[src/rtl/modexp_ctrl_if.sv]
// +----------------------------------------------------------------------------+
// | modexp_ctrl_if : host (GO/DONE) and Montgomery-multiplier signals          |
// | Rev 1.0                                                                    |
// +----------------------------------------------------------------------------+
`default_nettype none

interface modexp_ctrl_if #(
    parameter int BITS = 64
);
    logic            GO;
    logic [BITS-1:0] M;
    logic [BITS-1:0] E;
    logic [BITS-1:0] N;
    logic [BITS-1:0] R2;
    logic            BUSY;
    logic            DONE;
    logic [BITS-1:0] RESULT;
    logic            MM_START;
    logic [BITS-1:0] MM_A;
    logic [BITS-1:0] MM_B;
    logic [BITS-1:0] MM_N;
    logic            MM_DONE;
    logic [BITS-1:0] MM_P;

    // master: host plus MM core side; slave: the exponentiation controller
    modport master (
        output GO, M, E, N, R2, MM_DONE, MM_P,
        input  BUSY, DONE, RESULT, MM_START, MM_A, MM_B, MM_N
    );
    modport slave (
        input  GO, M, E, N, R2, MM_DONE, MM_P,
        output BUSY, DONE, RESULT, MM_START, MM_A, MM_B, MM_N
    );
endinterface

`default_nettype wire

[src/rtl/modexp_ctrl.sv]
// +----------------------------------------------------------------------------+
// | modexp_ctrl : left-to-right square-and-multiply sequencer for one MM core |
// | Optional macro LEADZERO_SKIP_EN skips leading zero exponent bits.          |
// | Rev 1.0                                                                    |
// +----------------------------------------------------------------------------+
`default_nettype none

module modexp_ctrl #(
    parameter int BITS = 64,
    parameter int CNTW = 7
) (
    input  wire logic      CLK,
    input  wire logic      RESET_N,
    modexp_ctrl_if.slave   bus
);
    typedef enum logic [2:0] {
        S_IDLE      = 3'd0,
        S_TO_MONT   = 3'd1,
        S_INIT_X    = 3'd2,
        S_SQUARE    = 3'd3,
        S_MULT      = 3'd4,
        S_FROM_MONT = 3'd5,
        S_FIN       = 3'd6,
        S_SCAN      = 3'd7
    } state_t;

    localparam logic [CNTW-1:0] c_idx_top = CNTW'(BITS - 1);
    localparam logic [CNTW-1:0] c_idx_one = CNTW'(1);
    localparam logic [BITS-1:0] c_one     = {{(BITS-1){1'b0}}, 1'b1};

    state_t          r_state, w_state_nx;
    logic            r_issued, w_issued_nx;
    logic [BITS-1:0] r_m, w_m_nx;
    logic [BITS-1:0] r_e, w_e_nx;
    logic [BITS-1:0] r_r2, w_r2_nx;
    logic [BITS-1:0] r_n, w_n_nx;
    logic [BITS-1:0] r_x, w_x_nx;
    logic [BITS-1:0] r_mb, w_mb_nx;
    logic [BITS-1:0] r_result, w_result_nx;
    logic [CNTW-1:0] r_idx, w_idx_nx;
    logic            w_mm_start;
    logic [BITS-1:0] w_mm_a, w_mm_b;
    logic            w_ebit;
    logic            w_idx_zero;
    logic [CNTW-1:0] w_idx_dec;

    assign w_ebit     = |(r_e & (c_one << r_idx));
    assign w_idx_zero = (r_idx == '0);
    assign w_idx_dec  = r_idx - c_idx_one;

    always_ff @(posedge CLK or negedge RESET_N) begin
        if (!RESET_N) begin
            r_state  <= S_IDLE;
            r_issued <= 1'b0;
            r_m      <= '0;
            r_e      <= '0;
            r_r2     <= '0;
            r_n      <= '0;
            r_x      <= '0;
            r_mb     <= '0;
            r_result <= '0;
            r_idx    <= '0;
        end else begin
            r_state  <= w_state_nx;
            r_issued <= w_issued_nx;
            r_m      <= w_m_nx;
            r_e      <= w_e_nx;
            r_r2     <= w_r2_nx;
            r_n      <= w_n_nx;
            r_x      <= w_x_nx;
            r_mb     <= w_mb_nx;
            r_result <= w_result_nx;
            r_idx    <= w_idx_nx;
        end
    end

    always_comb begin
        w_state_nx  = r_state;
        w_issued_nx = r_issued;
        w_m_nx      = r_m;
        w_e_nx      = r_e;
        w_r2_nx     = r_r2;
        w_n_nx      = r_n;
        w_x_nx      = r_x;
        w_mb_nx     = r_mb;
        w_result_nx = r_result;
        w_idx_nx    = r_idx;
        w_mm_start  = 1'b0;

        case (r_state)
            S_IDLE: begin
                if (bus.GO) begin
                    w_m_nx      = bus.M;
                    w_e_nx      = bus.E;
                    w_n_nx      = bus.N;
                    w_r2_nx     = bus.R2;
                    w_issued_nx = 1'b0;
                    w_state_nx  = S_TO_MONT;
                end
            end
            S_FIN: begin
                if (!bus.GO) w_state_nx = S_IDLE;
            end
`ifdef LEADZERO_SKIP_EN
            S_SCAN: begin
                if (!bus.GO) begin
                    w_state_nx = S_IDLE;
                end else if (w_ebit) begin
                    w_x_nx = r_mb;
                    if (w_idx_zero) begin
                        w_state_nx = S_FROM_MONT;
                    end else begin
                        w_idx_nx   = w_idx_dec;
                        w_state_nx = S_SQUARE;
                    end
                end else begin
                    w_idx_nx = w_idx_dec;
                end
            end
`endif
            S_TO_MONT, S_INIT_X, S_SQUARE, S_MULT, S_FROM_MONT: begin
                // Start is gated by GO so an abort never launches a new MM op
                if (!bus.GO) begin
                    w_issued_nx = 1'b0;
                    w_state_nx  = S_IDLE;
                end else if (!r_issued) begin
                    w_mm_start  = 1'b1;
                    w_issued_nx = 1'b1;
                end else if (bus.MM_DONE) begin
                    w_issued_nx = 1'b0;
                    case (r_state)
                        S_TO_MONT: begin
                            w_mb_nx = bus.MM_P;
`ifdef LEADZERO_SKIP_EN
                            if (r_e == '0) begin
                                w_state_nx = S_INIT_X;
                            end else begin
                                w_idx_nx   = c_idx_top;
                                w_state_nx = S_SCAN;
                            end
`else
                            w_state_nx = S_INIT_X;
`endif
                        end
                        S_INIT_X: begin
                            w_x_nx = bus.MM_P;
`ifdef LEADZERO_SKIP_EN
                            w_state_nx = S_FROM_MONT;
`else
                            w_idx_nx   = c_idx_top;
                            w_state_nx = S_SQUARE;
`endif
                        end
                        S_SQUARE: begin
                            w_x_nx = bus.MM_P;
                            if (w_ebit) begin
                                w_state_nx = S_MULT;
                            end else if (w_idx_zero) begin
                                w_state_nx = S_FROM_MONT;
                            end else begin
                                w_idx_nx   = w_idx_dec;
                                w_state_nx = S_SQUARE;
                            end
                        end
                        S_MULT: begin
                            w_x_nx = bus.MM_P;
                            if (w_idx_zero) begin
                                w_state_nx = S_FROM_MONT;
                            end else begin
                                w_idx_nx   = w_idx_dec;
                                w_state_nx = S_SQUARE;
                            end
                        end
                        default: begin
                            w_result_nx = bus.MM_P;
                            w_state_nx  = S_FIN;
                        end
                    endcase
                end
            end
            default: w_state_nx = S_IDLE;
        endcase
    end

    // Operands are pure functions of state and held registers, so they stay stable through the wait
    always_comb begin
        w_mm_a = '0;
        w_mm_b = '0;
        case (r_state)
            S_TO_MONT:   begin w_mm_a = r_m;   w_mm_b = r_r2;  end
            S_INIT_X:    begin w_mm_a = c_one; w_mm_b = r_r2;  end
            S_SQUARE:    begin w_mm_a = r_x;   w_mm_b = r_x;   end
            S_MULT:      begin w_mm_a = r_x;   w_mm_b = r_mb;  end
            S_FROM_MONT: begin w_mm_a = r_x;   w_mm_b = c_one; end
            default:     begin w_mm_a = '0;    w_mm_b = '0;    end
        endcase
    end

    assign bus.BUSY     = (r_state != S_IDLE) && (r_state != S_FIN);
    assign bus.DONE     = (r_state == S_FIN);
    assign bus.RESULT   = r_result;
    assign bus.MM_START = w_mm_start;
    assign bus.MM_A     = w_mm_a;
    assign bus.MM_B     = w_mm_b;
    assign bus.MM_N     = r_n;

endmodule

`default_nettype wire

[src/flat_wrapper.sv]
// flat-port wrapper written by rule: the top's interface ports become plain ports
module modexp_ctrl_flat 
#(
    parameter int BITS = 64,
    parameter int CNTW = 7
)
  (CLK, RESET_N, bus_GO, bus_M, bus_E, bus_N, bus_R2, bus_MM_DONE, bus_MM_P, bus_BUSY, bus_DONE, bus_RESULT, bus_MM_START, bus_MM_A, bus_MM_B, bus_MM_N);
  modexp_ctrl_if #(.BITS(BITS)) bus_i ();
  input  wire logic CLK;
  input  wire logic RESET_N;
  input wire logic [$bits(bus_i.GO)-1:0] bus_GO;
  input wire logic [$bits(bus_i.M)-1:0] bus_M;
  input wire logic [$bits(bus_i.E)-1:0] bus_E;
  input wire logic [$bits(bus_i.N)-1:0] bus_N;
  input wire logic [$bits(bus_i.R2)-1:0] bus_R2;
  input wire logic [$bits(bus_i.MM_DONE)-1:0] bus_MM_DONE;
  input wire logic [$bits(bus_i.MM_P)-1:0] bus_MM_P;
  output wire logic [$bits(bus_i.BUSY)-1:0] bus_BUSY;
  output wire logic [$bits(bus_i.DONE)-1:0] bus_DONE;
  output wire logic [$bits(bus_i.RESULT)-1:0] bus_RESULT;
  output wire logic [$bits(bus_i.MM_START)-1:0] bus_MM_START;
  output wire logic [$bits(bus_i.MM_A)-1:0] bus_MM_A;
  output wire logic [$bits(bus_i.MM_B)-1:0] bus_MM_B;
  output wire logic [$bits(bus_i.MM_N)-1:0] bus_MM_N;
  assign bus_i.GO = bus_GO;
  assign bus_i.M = bus_M;
  assign bus_i.E = bus_E;
  assign bus_i.N = bus_N;
  assign bus_i.R2 = bus_R2;
  assign bus_i.MM_DONE = bus_MM_DONE;
  assign bus_i.MM_P = bus_MM_P;
  assign bus_BUSY = bus_i.BUSY;
  assign bus_DONE = bus_i.DONE;
  assign bus_RESULT = bus_i.RESULT;
  assign bus_MM_START = bus_i.MM_START;
  assign bus_MM_A = bus_i.MM_A;
  assign bus_MM_B = bus_i.MM_B;
  assign bus_MM_N = bus_i.MM_N;
  modexp_ctrl #(.BITS(BITS), .CNTW(CNTW)) u_core (.CLK(CLK), .RESET_N(RESET_N), .bus(bus_i));
endmodule
[config.mk]
export PLATFORM = sky130hd
export DESIGN_NAME = modexp_ctrl_flat
export DESIGN_NICKNAME = d
export VERILOG_FILES = /design/src/rtl/modexp_ctrl_if.sv /design/src/rtl/modexp_ctrl.sv /design/src/flat_wrapper.sv
export SDC_FILE = /design/constraint.sdc
export NUM_CORES = 1
export LEC_CHECK = 0
export ABC_AREA = 1
export BUFFER_PORTS_ARGS = -buffer_cell sky130_fd_sc_hd__clkbuf_2
export CAP_MARGIN = 0
export CORE_AREA = 2 2 229 231
export CTS_CLUSTER_DIAMETER = 80
export CTS_CLUSTER_SIZE = 8
export DETAILED_ROUTE_END_ITERATION = 8
export DIE_AREA = 0 0 231 233
export SLEW_MARGIN = 10
export SYNTH_ARGS = -nofsm -noshare
export SYNTH_HDL_FRONTEND = slang
export SYNTH_SLANG_ARGS = --single-unit
[constraint.sdc]
create_clock -name CLK -period 6.2 [get_ports CLK]
set_input_delay 0.31 -clock CLK [delete_from_list [all_inputs] [get_ports CLK]]
set_output_delay 0.31 -clock CLK [all_outputs]
set_load 0.02 [all_outputs]
* Word-level counts from Yosys, hierarchy flattened
Cells that the tools add are included.
** Operators by class
- Add/subtract/negate cells :: 1
- Mux-type cells :: 22
- Div/mod/pow operators :: 0
- Multipliers :: 0
- Reduce and logical (&&, ||, !) cells :: 19
- Shift operators :: 1
- Bitwise operators :: 2
- Equality and inequality tests :: 12
- $lt $le $gt $ge :: 0
** Operators with widths (count)
- 64-bit one-hot mux with 4 select lines :: 1
- 64-bit one-hot mux with 3 select lines :: 1
- 64-bit bitwise AND :: 1
- 64-bit OR reduction :: 1
- 1-bit by 7-bit left shift with 64-bit output (first input constant) :: 1
- 3-bit 2-to-1 mux :: 7
- 7-bit one-hot mux with 3 select lines :: 1
- 5-bit AND reduction :: 3
- 7-bit 2-to-1 mux :: 2
- 3-bit one-hot mux with 4 select lines :: 1
- 3-bit == test (second input constant) :: 3
- 3-bit one-hot mux with 3 select lines :: 1
- 7-bit zero test :: 1
- 1-bit 2-to-1 mux :: 7
- 7-bit by 1-bit subtractor with 7-bit output (second input constant) :: 1
- 3-bit by 2-bit == test with 1-bit output (second input constant) :: 2
- 2-bit inequality test (second input constant) :: 3
- 3-bit inequality test (second input constant) :: 2
- 6-bit AND reduction :: 1
- 3-bit nonzero test :: 2
- 3-bit OR reduction :: 2
- 5-bit OR reduction :: 1
- 2-bit AND reduction :: 2
- 4-bit AND reduction :: 1
- 9 further kinds :: 9
** Word-level totals
- Bits in latches :: 0
- Bits in writable memories :: 0
- Word-level logic and storage cells :: 67
- ROM bits :: 0
- Memories kept :: 0
- Bits in registers :: 459

* Depth between registers and ports, before layout
- Word-level depth :: 9
- Mapped depth :: 20
- Mapped depth without buffers :: 19

* Worst setup path after synthesis
No wires, ideal clock.
- Path kind :: register to register
- From :: register u_core.r_idx[0]
- To :: register u_core.r_idx[4]
- Stages on the path, launching flop included :: 19
- Setup slack :: 4.158 ns
- Data arrival time :: 1.918 ns
- Setup time :: 0.124 ns
- Buffers on the path :: 2
- Cell sequence :: dfrtp_1 -> inv_1 -> ha_1 -> buf_2 -> nand2_1 -> nor2_2 -> nand2_1 -> nand2_1 -> nor2_1 -> nand2_1 -> nor2_1 -> nor2_1 -> nor2_1 -> nand2_1 -> nand2_2 -> nand3_4 -> buf_6 -> nand2_1 -> o21ai_2
** Between the ends
- Word-level cells in the longest chain between the ends :: 5
** Ends and longest elaborated chain
- start: declaration :: RTL line modexp_ctrl.sv:40 : logic [CNTW-1:0] r_idx, w_idx_nx;
- start signal: assignment :: RTL line modexp_ctrl.sv:73 : r_idx <= w_idx_nx;
- parallel branches: the longest is 5 deep, another holds 7-bit by 1-bit subtractor with 7-bit output
Several ways; the timed one is not identified. The select of a mux whose other input is x is not followed.
A chain may end at the register's enable or synchronous reset.

* Final worst setup path
- From :: register u_core.r_state[2]
- To :: output port bus_MM_B[42]
** Between the ends
- Word-level cells in the longest chain between the ends :: 3
** Ends and longest elaborated chain
- start: declaration :: RTL line modexp_ctrl.sv:31 : state_t r_state, w_state_nx;
- start signal: assignment :: RTL line modexp_ctrl.sv:64 : r_state <= w_state_nx;
- 3-bit by 1-bit == test with 1-bit output or 3-bit by 2-bit == test with 1-bit output (tied branches) :: RTL line modexp_ctrl.sv:189 : case (r_state)
- 2-bit OR reduction (no line)
- 64-bit one-hot mux with 4 select lines (*) :: RTL line modexp_ctrl.sv:189
- end: declaration :: RTL line flat_wrapper.sv:23 : output wire logic [$bits(bus_i.MM_B)-1:0] bus_MM_B;
Every way passes the cells marked *; elsewhere a longest branch is shown, timed or not.

==> impl_metrics.env <==
export IMPL_post_cts_resize_count=0
export IMPL_multi_input_area_um2=6650
export IMPL_p_leak_nw=14.0
export IMPL_yosys_area_share_simple=0.123
export IMPL_max_freq_ghz=0.290
export IMPL_cp_max_fo=42
export IMPL_tightest_slew_ns=1.21
export IMPL_drtPass1Iterations=5
export IMPL_grt_max_degree=240
export IMPL_drt_met1_wl_mm=28.5
export IMPL_ys_warn_count=0
export IMPL_crit_path_start_kind="register"
export IMPL_ys_seq_area_frac=0.576
export IMPL_via_count=18293
export IMPL_wl_per_cell_um=19.1
export IMPL_die_w_um=231
export IMPL_dr_wl_met2_mm=33.7
export IMPL_critical_path_class="reg2out"
export IMPL_final_antenna_net_count=0
export IMPL_clock_sink_count=459
export IMPL_clockRootBuffer="clkbuf_16"
export IMPL_placedCellCount=3243
export IMPL_dpl_instance_area_um2=23200
export IMPL_postLayoutCellArea_um2=28200
export IMPL_drt_vias_per_instance=5.03
export IMPL_swShare=0.418
export IMPL_synth_top_family_by_area="compound AO/OA/AOI/OAI gates"
export IMPL_drive_gt1_frac=0.279
export IMPL_clk_pin_slew_worst_paths_ns=0.05
export IMPL_synth_most_common_cell="dfrtp_1"
export IMPL_start_util=0.390
export IMPL_synth_common_cells="dfrtp_1, nand2_1, inv_1"
export IMPL_synth_fp_nets=2428
export IMPL_hpwl_mm=44.9
export IMPL_finalSetupViolations=0
export IMPL_vdd_drop_max_mv=0.359
export IMPL_n_fill_cell=4511
export IMPL_synthMuxAreaShare=0.0672
export IMPL_initialDrtViolationCount=1291
export IMPL_pwr_share_comb=0.420
export IMPL_drt_total_wl_mm=69.4
export IMPL_nets=3279
export IMPL_post_route_period_util=0.556
export IMPL_clockBufferDepth=3
export IMPL_drc_errors=0
export IMPL_syn_area_um2=19900
export IMPL_p_clk_frac=0.224
export IMPL_slew_viol_final=0
export IMPL_rsz0062_at_grt="false"
export IMPL_tns_ns=0
export IMPL_yosys_register_bits=459
export IMPL_synthCells=2099
export IMPL_p_seq_frac=0.356
export IMPL_status="finished, final reports clean"
export IMPL_fin_skew_ns=0.0199
export IMPL_worst_ep_arrival_time_ns=3.14
export IMPL_power_switching_mw=6.12
export IMPL_synth_avg_cell_area_um2=9.50
export IMPL_synth_compound_area_frac=0.138
export IMPL_grtUsageTotal=0.259
export IMPL_cts_made_buffers=67
export IMPL_hold_class="in2reg"
export IMPL_ys_top_cells_by_area="dfrtp_1, nand2_1, mux2_2"
export IMPL_yosysTopAreaCell="dfrtp_1"
export IMPL_fp_dieArea_um2=53800
export IMPL_ys_types=30
export IMPL_io_buffer_count=582
export IMPL_power_mw=14.6
export IMPL_synthAdderAreaFrac=0.00314
export IMPL_highest_layer="met4"
export IMPL_area_growth_pct=41.5
export IMPL_hold_viol=0
export IMPL_antenna_found_initial=1
export IMPL_overflow=0
export IMPL_yosys_most_used_dff="dfrtp_1"
export IMPL_relSlewSlack=0.188
export IMPL_pin_count=583
export IMPL_critPathCaptureType="output port"
export IMPL_grt_pass1_vias=19216
export IMPL_rows=83
export IMPL_synthArstFlopShare=1.00
export IMPL_core_um2=51100
export IMPL_chipHeight_um=233
export IMPL_finish_cell_count_without_fillers=3639
export IMPL_synth_top_cell_area_share=0.576
export IMPL_layout_min_cycle_time_ns=3.45
export IMPL_grt_pass1_wl_mm=108
export IMPL_synth_edf_count=0
export IMPL_htree_levels=3
export IMPL_cap_violations=0
export IMPL_wl_met3_mm=4.16
export IMPL_clk_latency_ns=0.59
export IMPL_gp_congestion=0.947
export IMPL_yosys_area_share_xor_xnor=0
export IMPL_crit_required_ns=5.89
export IMPL_cellPowerDensity_nw_per_um2=519
export IMPL_cts_tree="built"
export IMPL_p_int_mw=8.52
export IMPL_regArea_um2=11500
[per-stage QoR]
stage / setup slack (ns) / hold slack [ns] / utilization
3_3_place_gp: 3.40 / 0.313 / 0.454
5_1_grt: 2.58 / 0.0130 / 0.552
4_1_cts: 2.73 / 0.00192 / 0.552
2_1_floorplan: 4.16 / 0.0144 / -
3_5_place_dp: 3.33 / 0.316 / 0.454
6_report: 2.75 / 0.0461 / 0.552
[worst max-delay path, cell delays in order, from the launching register on]
cell and delay (ns):
dfrtp_1 0.49, inv_1 0.13, nand2_1 0.14, nor2_1 0.11
inv_2 0.46, buf_4 0.63, o221ai_1 0.30, clkbuf_2 0.23
[placed cells by master, fill, tap and decap left out, drive strengths merged]
cell type / n
a21oi: 66
o21ai: 279
nand3: 33
ha: 5
dlygate4sd3: 318
o211ai: 1
clkbuf: 652
nor3: 9
inv: 300
nand4: 21
buf: 14
o22ai: 64
nor4: 1
mux2: 119
diode: 2
nand2: 419
clkinv: 4
nor2: 127
dfrtp: 459
o221ai: 66
[per-layer routing]
metal	global-route usage	up-vias
met5	0	-
met4	0.124	0
met3	0.0599	187
met2	0.423	678
met1	0.324	8896
li1	-	8532
[final timing paths]
kind | start | to | slack (ns) | cells after the start
worst max-delay path | u_core.r_state[2]$_DFFE_PN0P_ | bus_MM_B[42] | 2.75 | 7
worst min-delay path | bus_R2[30] | u_core.r_r2[30]$_DFFE_PN0P_ | 0.05 | 3
worst max register to register | u_core.r_state[0]$_DFFE_PN0P_ | u_core.r_x[5]$_DFFE_PN0P_ | 3.30 | 10
worst min register to register | u_core.r_mb[21]$_DFFE_PN0P_ | u_core.r_mb[21]$_DFFE_PN0P_ | 0.48 | 2
max in group asynchronous | RESET_N | u_core.r_x[44]$_DFFE_PN0P_ | 4.46 | 3
min in group asynchronous | RESET_N | u_core.r_e[39]$_DFFE_PN0P_ | 0.34 | 2
[cell type report]
type / instances / share of cell area
clock inverters: 5 / 0.00222
multi-input cells: 1210 / 0.236
diodes: 2 / 0.000177
clock buffers: 71 / 0.0626
flip-flops and latches: 459 / 0.407
inverters: 299 / 0.0398
repair buffers: 913 / 0.222
well taps: 680 / 0.0302
[power by group through the flow]
| stage | combinational, mW | clock (mW) | sequential, mW |
|---|---|---|---|
| floorplan | 3.43 | 0 | 5.47 |
| global placement | 5.87 | 0 | 5.17 |
| detailed placement | 5.95 | 0 | 5.20 |
| CTS | 6.14 | 3.35 | 5.18 |
| global route | 6.71 | 3.49 | 5.34 |
| finish | 6.15 | 3.28 | 5.21 |
[flip-flops by register name, indices dropped and copies added (netlist names)]
name	cells
u_core.bus.MM_N	64
u_core.bus.RESULT	64
u_core.r_e	64
u_core.r_idx	7
u_core.r_issued	1
u_core.r_m	64
u_core.r_mb	64
u_core.r_r2	64
u_core.r_state	3
u_core.r_x	64
[logic make-up after synthesis]
kind of cell	count (synthesis)
muxes	119
AOI/OAI and AO/OA	476
adders and majority gates	5
DFF	459
buffers and inverters	430
and+or+nand+nor	610
[what timing repair did]
item	CTS	global route
endpoints found under the hold margin	502	0
hold buffers	318	0
buffers inserted	0	0
Note: power is estimated with default switching activity, not from simulation.
